### src/rtl/sdm_dac_mod2.sv
// -----------------------------------------------------------------------------
// sdm_dac_mod2
//   Sigma-delta PDM DAC modulator with run-time selectable loop order (1 or 2).
//   Signed PCM samples are accepted once every OSR clocks through a
//   valid/ready handshake. Integrators saturate, overload is reported as a
//   sticky flag, and the modulator input can be muted.
//
// Parameters
//   N    input sample width, signed two's complement; full scale FS = 2^(N-1)
//   OSR  clk_25 cycles per accepted input sample (>= 2)
//
// Ports
//   clk_25     in   modulator clock (25 MHz PLL output)
//   areset     in   asynchronous active-low reset
//   din        in   signed input sample [N-1:0]
//   din_valid  in   din holds a valid sample
//   din_ready  out  block accepts a sample this cycle
//   order_sel  in   0 = first-order loop, 1 = second-order loop
//   mute       in   forces modulator input to 0 while high
//   ovl_clr    in   clears the sticky overload flag
//   pdm        out  registered 1-bit PDM output (1 represents +FS)
//   overload   out  sticky: an integrator saturated
//   underrun   out  one-cycle pulse: no sample was offered in a ready cycle
//
// Handshake: a sample transfers on a rising clk_25 edge where din_valid and
// din_ready are both high. din_ready is high for exactly one cycle in every
// OSR, and does not depend on din_valid. din_valid in other cycles is ignored.
// -----------------------------------------------------------------------------
module sdm_dac_mod2 #(
    parameter int N   = 16,
    parameter int OSR = 64
) (
    input  logic         clk_25,
    input  logic         areset,
    input  logic [N-1:0] din,
    input  logic         din_valid,
    output logic         din_ready,
    input  logic         order_sel,
    input  logic         mute,
    input  logic         ovl_clr,
    output logic         pdm,
    output logic         overload,
    output logic         underrun
);

    localparam int W  = N + 4;          // integrator width
    localparam int S  = N + 5;          // width of intermediate sums
    localparam int CW = $clog2(OSR);

    localparam logic [CW-1:0]       CNT_LAST = CW'(OSR - 1);
    localparam logic signed [S-1:0] FS_S     = S'(2 ** (N - 1));
    localparam logic signed [S-1:0] SAT_HI   = S'(2 ** (N + 2));
    localparam logic signed [S-1:0] SAT_MAX  = SAT_HI - S'(1);
    localparam logic signed [S-1:0] SAT_MIN  = -SAT_HI;

    logic [CW-1:0]       r_osr_cnt;
    logic [N-1:0]        r_sample;
    logic signed [W-1:0] r_acc1;
    logic signed [W-1:0] r_acc2;
    logic                r_order_q;
    logic                r_pdm;
    logic                r_overload;
    logic                r_underrun;

    logic signed [S-1:0] w_x;
    logic signed [S-1:0] w_fb;
    logic signed [S-1:0] w_sum1;
    logic signed [S-1:0] w_sum2;
    logic signed [W-1:0] w_a1;
    logic signed [W-1:0] w_a2;
    logic                w_clamp1;
    logic                w_clamp2;
    logic                w_clamp;
    logic                w_order_chg;

    // Ready is decoded from the counter register so it never depends on inputs.
    assign din_ready = (r_osr_cnt == CNT_LAST);

    // Mute acts on the loop input directly; the sample register keeps loading.
    assign w_x  = mute ? '0 : {{(S - N){r_sample[N-1]}}, r_sample};
    assign w_fb = r_pdm ? FS_S : -FS_S;

    assign w_sum1 = {{(S - W){r_acc1[W-1]}}, r_acc1} + w_x - w_fb;
    // The second stage integrates the already-saturated first-stage value.
    assign w_sum2 = {{(S - W){r_acc2[W-1]}}, r_acc2}
                  + {{(S - W){w_a1[W-1]}}, w_a1} - w_fb;

    always_comb begin
        w_clamp1 = 1'b0;
        w_a1     = w_sum1[W-1:0];
        if (w_sum1 > SAT_MAX) begin
            w_clamp1 = 1'b1;
            w_a1     = SAT_MAX[W-1:0];
        end else if (w_sum1 < SAT_MIN) begin
            w_clamp1 = 1'b1;
            w_a1     = SAT_MIN[W-1:0];
        end
    end

    always_comb begin
        w_clamp2 = 1'b0;
        w_a2     = w_sum2[W-1:0];
        if (w_sum2 > SAT_MAX) begin
            w_clamp2 = 1'b1;
            w_a2     = SAT_MAX[W-1:0];
        end else if (w_sum2 < SAT_MIN) begin
            w_clamp2 = 1'b1;
            w_a2     = SAT_MIN[W-1:0];
        end
    end

    // The second stage only counts towards overload when it is in the loop.
    assign w_clamp     = w_clamp1 | (r_order_q & w_clamp2);
    assign w_order_chg = (order_sel != r_order_q);

    always_ff @(posedge clk_25 or negedge areset) begin
        if (!areset) begin
            r_osr_cnt  <= '0;
            r_sample   <= '0;
            r_acc1     <= '0;
            r_acc2     <= '0;
            r_order_q  <= 1'b0;
            r_pdm      <= 1'b0;
            r_overload <= 1'b0;
            r_underrun <= 1'b0;
        end else begin
            r_osr_cnt  <= din_ready ? '0 : r_osr_cnt + CW'(1);
            r_underrun <= din_ready & ~din_valid;
            if (din_ready && din_valid) begin
                r_sample <= din;
            end

            if (w_order_chg) begin
                // Restart the loop cleanly in the new order; skip this update.
                r_order_q <= order_sel;
                r_acc1    <= '0;
                r_acc2    <= '0;
                r_pdm     <= 1'b0;
                if (ovl_clr) begin
                    r_overload <= 1'b0;
                end
            end else begin
                r_acc1 <= w_a1;
                if (r_order_q) begin
                    r_acc2 <= w_a2;
                    r_pdm  <= ~w_a2[W-1];
                end else begin
                    r_acc2 <= '0;
                    r_pdm  <= ~w_a1[W-1];
                end
                // A clamp in the same cycle as a clear leaves the flag set.
                if (w_clamp) begin
                    r_overload <= 1'b1;
                end else if (ovl_clr) begin
                    r_overload <= 1'b0;
                end
            end
        end
    end

    assign pdm      = r_pdm;
    assign overload = r_overload;
    assign underrun = r_underrun;

endmodule
### config.mk
export PLATFORM = sky130hd
export DESIGN_NAME = sdm_dac_mod2
export DESIGN_NICKNAME = d
export VERILOG_FILES = /design/src/rtl/sdm_dac_mod2.sv
export SDC_FILE = /design/constraint.sdc
export NUM_CORES = 1
export LEC_CHECK = 0
export CAP_MARGIN = 20
export CORE_ASPECT_RATIO = 2
export CORE_MARGIN = 3
export CORE_UTILIZATION = 51
export DETAILED_ROUTE_END_ITERATION = 10
export PLACE_DENSITY = 0.69
export SLEW_MARGIN = 20
export SYNTH_ARGS = -nofsm -noshare
export SYNTH_HDL_FRONTEND = slang
export SYNTH_SLANG_ARGS = --single-unit
export TNS_END_PERCENT = 20
### constraint.sdc
create_clock -name clk_25 -period 6.3 [get_ports clk_25]
set_clock_uncertainty 0.05 [all_clocks]
set_input_delay 1.26 -clock clk_25 [delete_from_list [all_inputs] [get_ports clk_25]]
set_output_delay 1.26 -clock clk_25 [all_outputs]
set_load 0.05 [all_outputs]
==> Flow_metrics.wiki <==
{| class="wikitable"
! Metric !! Value
|-
| Run status || complete, but fails checks
|-
| Violated checks || negative setup slack
|-
| Most frequently used cell type in the post-synthesis netlist || sky130_fd_sc_hd__inv_1
|-
| Synthesized cell area || 5590 sq um
|-
| Reg-to-Reg Start || r_sample[2]$_DFFE_PN0P_
|-
| Vias in the first global route || 5,602
|-
| Top post-synthesis cells by count || sky130_fd_sc_hd__inv_1 (107), sky130_fd_sc_hd__ha_1 (71), sky130_fd_sc_hd__dfrtp_1 (66)
|-
| Remaining max-slew budget at the tightest pin || 35.6%
|-
| Number of nets in the layout || 890
|-
| Final setup violation count || 18
|-
| Number of inserted filler cells in the final layout || 735
|-
| Critical Path Start Type || primary input
|-
| Number of vias per cell after detailed routing || about 5.6
|-
| Yosys top cell by area || sky130_fd_sc_hd__dfrtp_1
|-
| Nature of the critical path endpoint || flip-flop
|-
| Setup ws final || -0.0908 ns
|-
| Register-to-register setup slack || 0.62 ns
|-
| Post-Synthesis Mean Instance Area || 8.87 sq um
|-
| Horizontal die dimension || 80.0 um
|-
| Endpoint of the worst hold path || r_osr_cnt[4]$_DFF_PN0_
|-
| Design area || roughly 8000 sq um
|-
| Routed Antenna Nets || 0
|-
| Ys flop type || sky130_fd_sc_hd__dfrtp_1
|-
| Clock H-tree levels || 3
|-
| Share of cells above drive strength 1 || 36.3%
|-
| Wire length of the first global-routing pass || between 20,000 and 30,000 um
|-
| Wire length on met3 || 409 um
|-
| Worst setup slack before clock tree synthesis || -1.53 ns
|-
| Reported max-cap violation count || 0
|-
| Routed WL || 16,100 um
|-
| Later-pin clock latency in the skew report || between 0.3 and 0.4 ns
|-
| Tightest Hold Check Type || reg -> reg
|-
| Clock sink total || 66
|-
| Estimated wirelength of the detail-placed design || 11,700 um
|-
| Final cell count without fillers || 931
|-
| Total placed instance area || 7010 sq um
|-
| Met1 WL || between 5000 and 6000 um
|-
| Initial Utilization || 52.7%
|-
| Share of the yosys chip area belonging to registers || 29.6%
|-
| Count of final max-slew check failures || 0
|-
| DR DRC count || 0
|-
| Placeable core region || 10,600 sq um
|-
| Worst Hold Depth || 1
|-
| Number of enable flip-flop cells after synthesis || 0
|-
| Cell row count || 53
|-
| Startpoint of the most critical hold path || r_osr_cnt[4]$_DFF_PN0_
|-
| Async set or reset register ratio after synthesis || 100%
|-
| Routed WL per cell || 17.3 um
|-
| Required time worst endpoint || about 6.5 ns
|-
| Clock-pin slew of the registers on the worst-case setup and hold paths || 0.06 ns
|-
| Final period utilization || 101%
|-
| Most area-consuming cells after synthesis || sky130_fd_sc_hd__dfrtp_1 (30%), sky130_fd_sc_hd__ha_1 (16%), sky130_fd_sc_hd__inv_1 (7.2%)
|-
| Data arrival time of the critical path || between 6 and 7 ns
|-
| TritonCTS clock tree || yes
|-
| First-pass detailed-route iteration total || 5
|-
| Post-route minimum period || 6.39 ns
|-
| ANT cells || 0
|-
| GRT Residual Overflow || 0
|-
| Mapped Nets || 731
|-
| Transition at the pin with the smallest max-transition slack || about 0.96 ns
|-
| Distinct cell type count after synthesis || 66
|-
| R2r worst-path depth || 25
|-
| Layout Utilization || 75.2%
|-
| Gate count of the mapped netlist || 630
|-
| Hold Fails Final Rpt || 0
|-
| Die height || 154 um
|-
| Peak Freq || 156 MHz
|-
| Cell count after placement || between 900 and 1,000
|-
| Global router's overall resource usage || between 20% and 30%
|-
| GP Congestion || 0.962
|-
| Initial antenna violation count || 0
|-
| Syn-to-layout area delta || 42.8%
|-
| Maximum number of pins on one net before global-route repair || 67
|-
| FF+latch count, synth || 66
|-
| Via Count || approximately 5,200
|-
| Die Footprint || 12,300 sq um
|-
| Num CTS Buffers || 9
|-
| # IOs || 26
|-
| Uppermost signal routing layer after detailed routing || met4
|-
| DRC violation total after the first TritonRoute iteration || ~240
|-
| Number of buffers added on ports || 25
|-
| CTS max path bufs || 2
|-
| Length of routed met2 wiring || 9380 um
|-
| Category of the critical setup timing path || in -> reg
|-
| Unrepaired setup endpoints after global routing || yes
|-
| Share of the synthesized area in the top cell type || 29.6%
|-
| RR Endpoint || r_acc2[8]$_DFF_PN0_
|-
| CTS Root Buffer Type || sky130_fd_sc_hd__clkbuf_16
|-
| Largest fanout on the critical path || 8
|-
| Synthesis warning total || 0
|}
==> how the worst max path moves through the flow <==
stage / slack, ns / to / from / depth (start not counted)
6_report: -0.09 / r_acc2[8]$_DFF_PN0_ / mute / 26
5_1_grt: -0.24 / r_acc2[8]$_DFF_PN0_ / mute / 28
4_1_cts: -0.08 / r_acc2[8]$_DFF_PN0_ / mute / 26
3_5_place_dp: -1.53 / r_acc2[5]$_DFF_PN0_ / mute / 24
3_3_place_gp: -1.39 / r_acc2[2]$_DFF_PN0_ / mute / 24
2_1_floorplan: -0.05 / r_acc2[8]$_DFF_PN0_ / mute / 27
==> through the flow <==
step / TNS, ns / hold WS [ns]
2_1_floorplan: -0.394 / 0.395
3_3_place_gp: -27.59 / 0.418
3_5_place_dp: -30.00 / 0.422
4_1_cts: -0.670 / 0.435
5_1_grt: -3.91 / 0.455
6_report: -1.20 / 0.429
==> cells in the final DEF, fill, tap and decap left out, drive strengths merged, types with 4 or more instances in the layout <==
| master | n |
|---|---|
| nand2 | 32 |
| ha | 71 |
| a21o | 16 |
| and3 | 8 |
| nor3 | 13 |
| mux2 | 16 |
| inv | 108 |
| nand2b | 27 |
| dfrtp | 66 |
| o21a | 7 |
| or2 | 4 |
| xnor2 | 20 |
| nor2 | 17 |
| buf | 137 |
| clkdlybuf4s50 | 23 |
| a31o | 18 |
| a21oi | 55 |
| o21ai | 41 |
| o31ai | 5 |
| nor2b | 6 |
| clkbuf | 10 |
| fa | 8 |
| xor2 | 18 |
| a211oi | 4 |
| nand3 | 13 |
==> cell families after synthesis <==
logic type               synth area share, %
AO/OA/AOI/OAI                           20.1
XOR/XNOR                                5.96
adder cells (fa/ha/maj)                 18.8
buffers and inverters                   8.89
flip-flops                              29.6
multiplexers                            3.23
AND/OR/NAND/NOR                         13.5
==> final cells by class <==
class	instances	area [sq um]	share of cell area, %
inverter	107	402	5.03
clock buffer	10	229	2.87
tap	137	171	2.15
sequential	66	1650	20.7
multi-input combinational	444	4090	51.3
timing repair buffer	161	1350	16.9
clock inverter	6	90.1	1.13
==> repair_timing <==
item,in CTS,in global routing
gates cloned,3,1
pin swaps,30,21
hold buffers,0,0
resized for setup,79,37
buffers inserted,8,3
setup endpoints to repair,22,22
==> metal layers <==
layer | global-route usage [%] | vias to the layer above
met2 | 51.3 | 146
met1 | 24.5 | 2519
met3 | 3.99 | 68
met5 | 0 | -
li1 | - | 2490
met4 | 18.0 | 0
==> sequential cells by signal (all words and copies together), names as in the netlist <==
name / cells
r_acc1: 20
r_acc2: 20
r_sample: 16
r_osr_cnt: 6
overload: 1
pdm: 1
r_order_q: 1
underrun: 1
==> worst max-delay path, cell delays in order <==
cell and delay (ns):
sky130_fd_sc_hd__buf_8 0.11, sky130_fd_sc_hd__nand2b_4 0.14, sky130_fd_sc_hd__ha_4 0.25, sky130_fd_sc_hd__inv_2 0.04
sky130_fd_sc_hd__ha_4 0.21, sky130_fd_sc_hd__a21o_1 0.17, sky130_fd_sc_hd__a31o_1 0.21, sky130_fd_sc_hd__a211o_1 0.32
sky130_fd_sc_hd__o21a_1 0.22, sky130_fd_sc_hd__nand4b_4 0.22, sky130_fd_sc_hd__and3b_4 0.21, sky130_fd_sc_hd__or2_4 0.25
sky130_fd_sc_hd__o21a_4 0.26, sky130_fd_sc_hd__a21oi_2 0.13, sky130_fd_sc_hd__fa_1 0.44, sky130_fd_sc_hd__inv_2 0.09
sky130_fd_sc_hd__ha_4 0.19, sky130_fd_sc_hd__a21o_1 0.15, sky130_fd_sc_hd__a21o_1 0.22, sky130_fd_sc_hd__a311oi_2 0.27
sky130_fd_sc_hd__a21oi_1 0.13, sky130_fd_sc_hd__nor3_2 0.26, sky130_fd_sc_hd__xnor2_2 0.17, sky130_fd_sc_hd__a21bo_4 0.22
sky130_fd_sc_hd__nand3_4 0.17, sky130_fd_sc_hd__o31ai_2 0.27
Power is not shown: default switching activity piles up to over one toggle a cycle in this logic, so the estimate is an artifact.
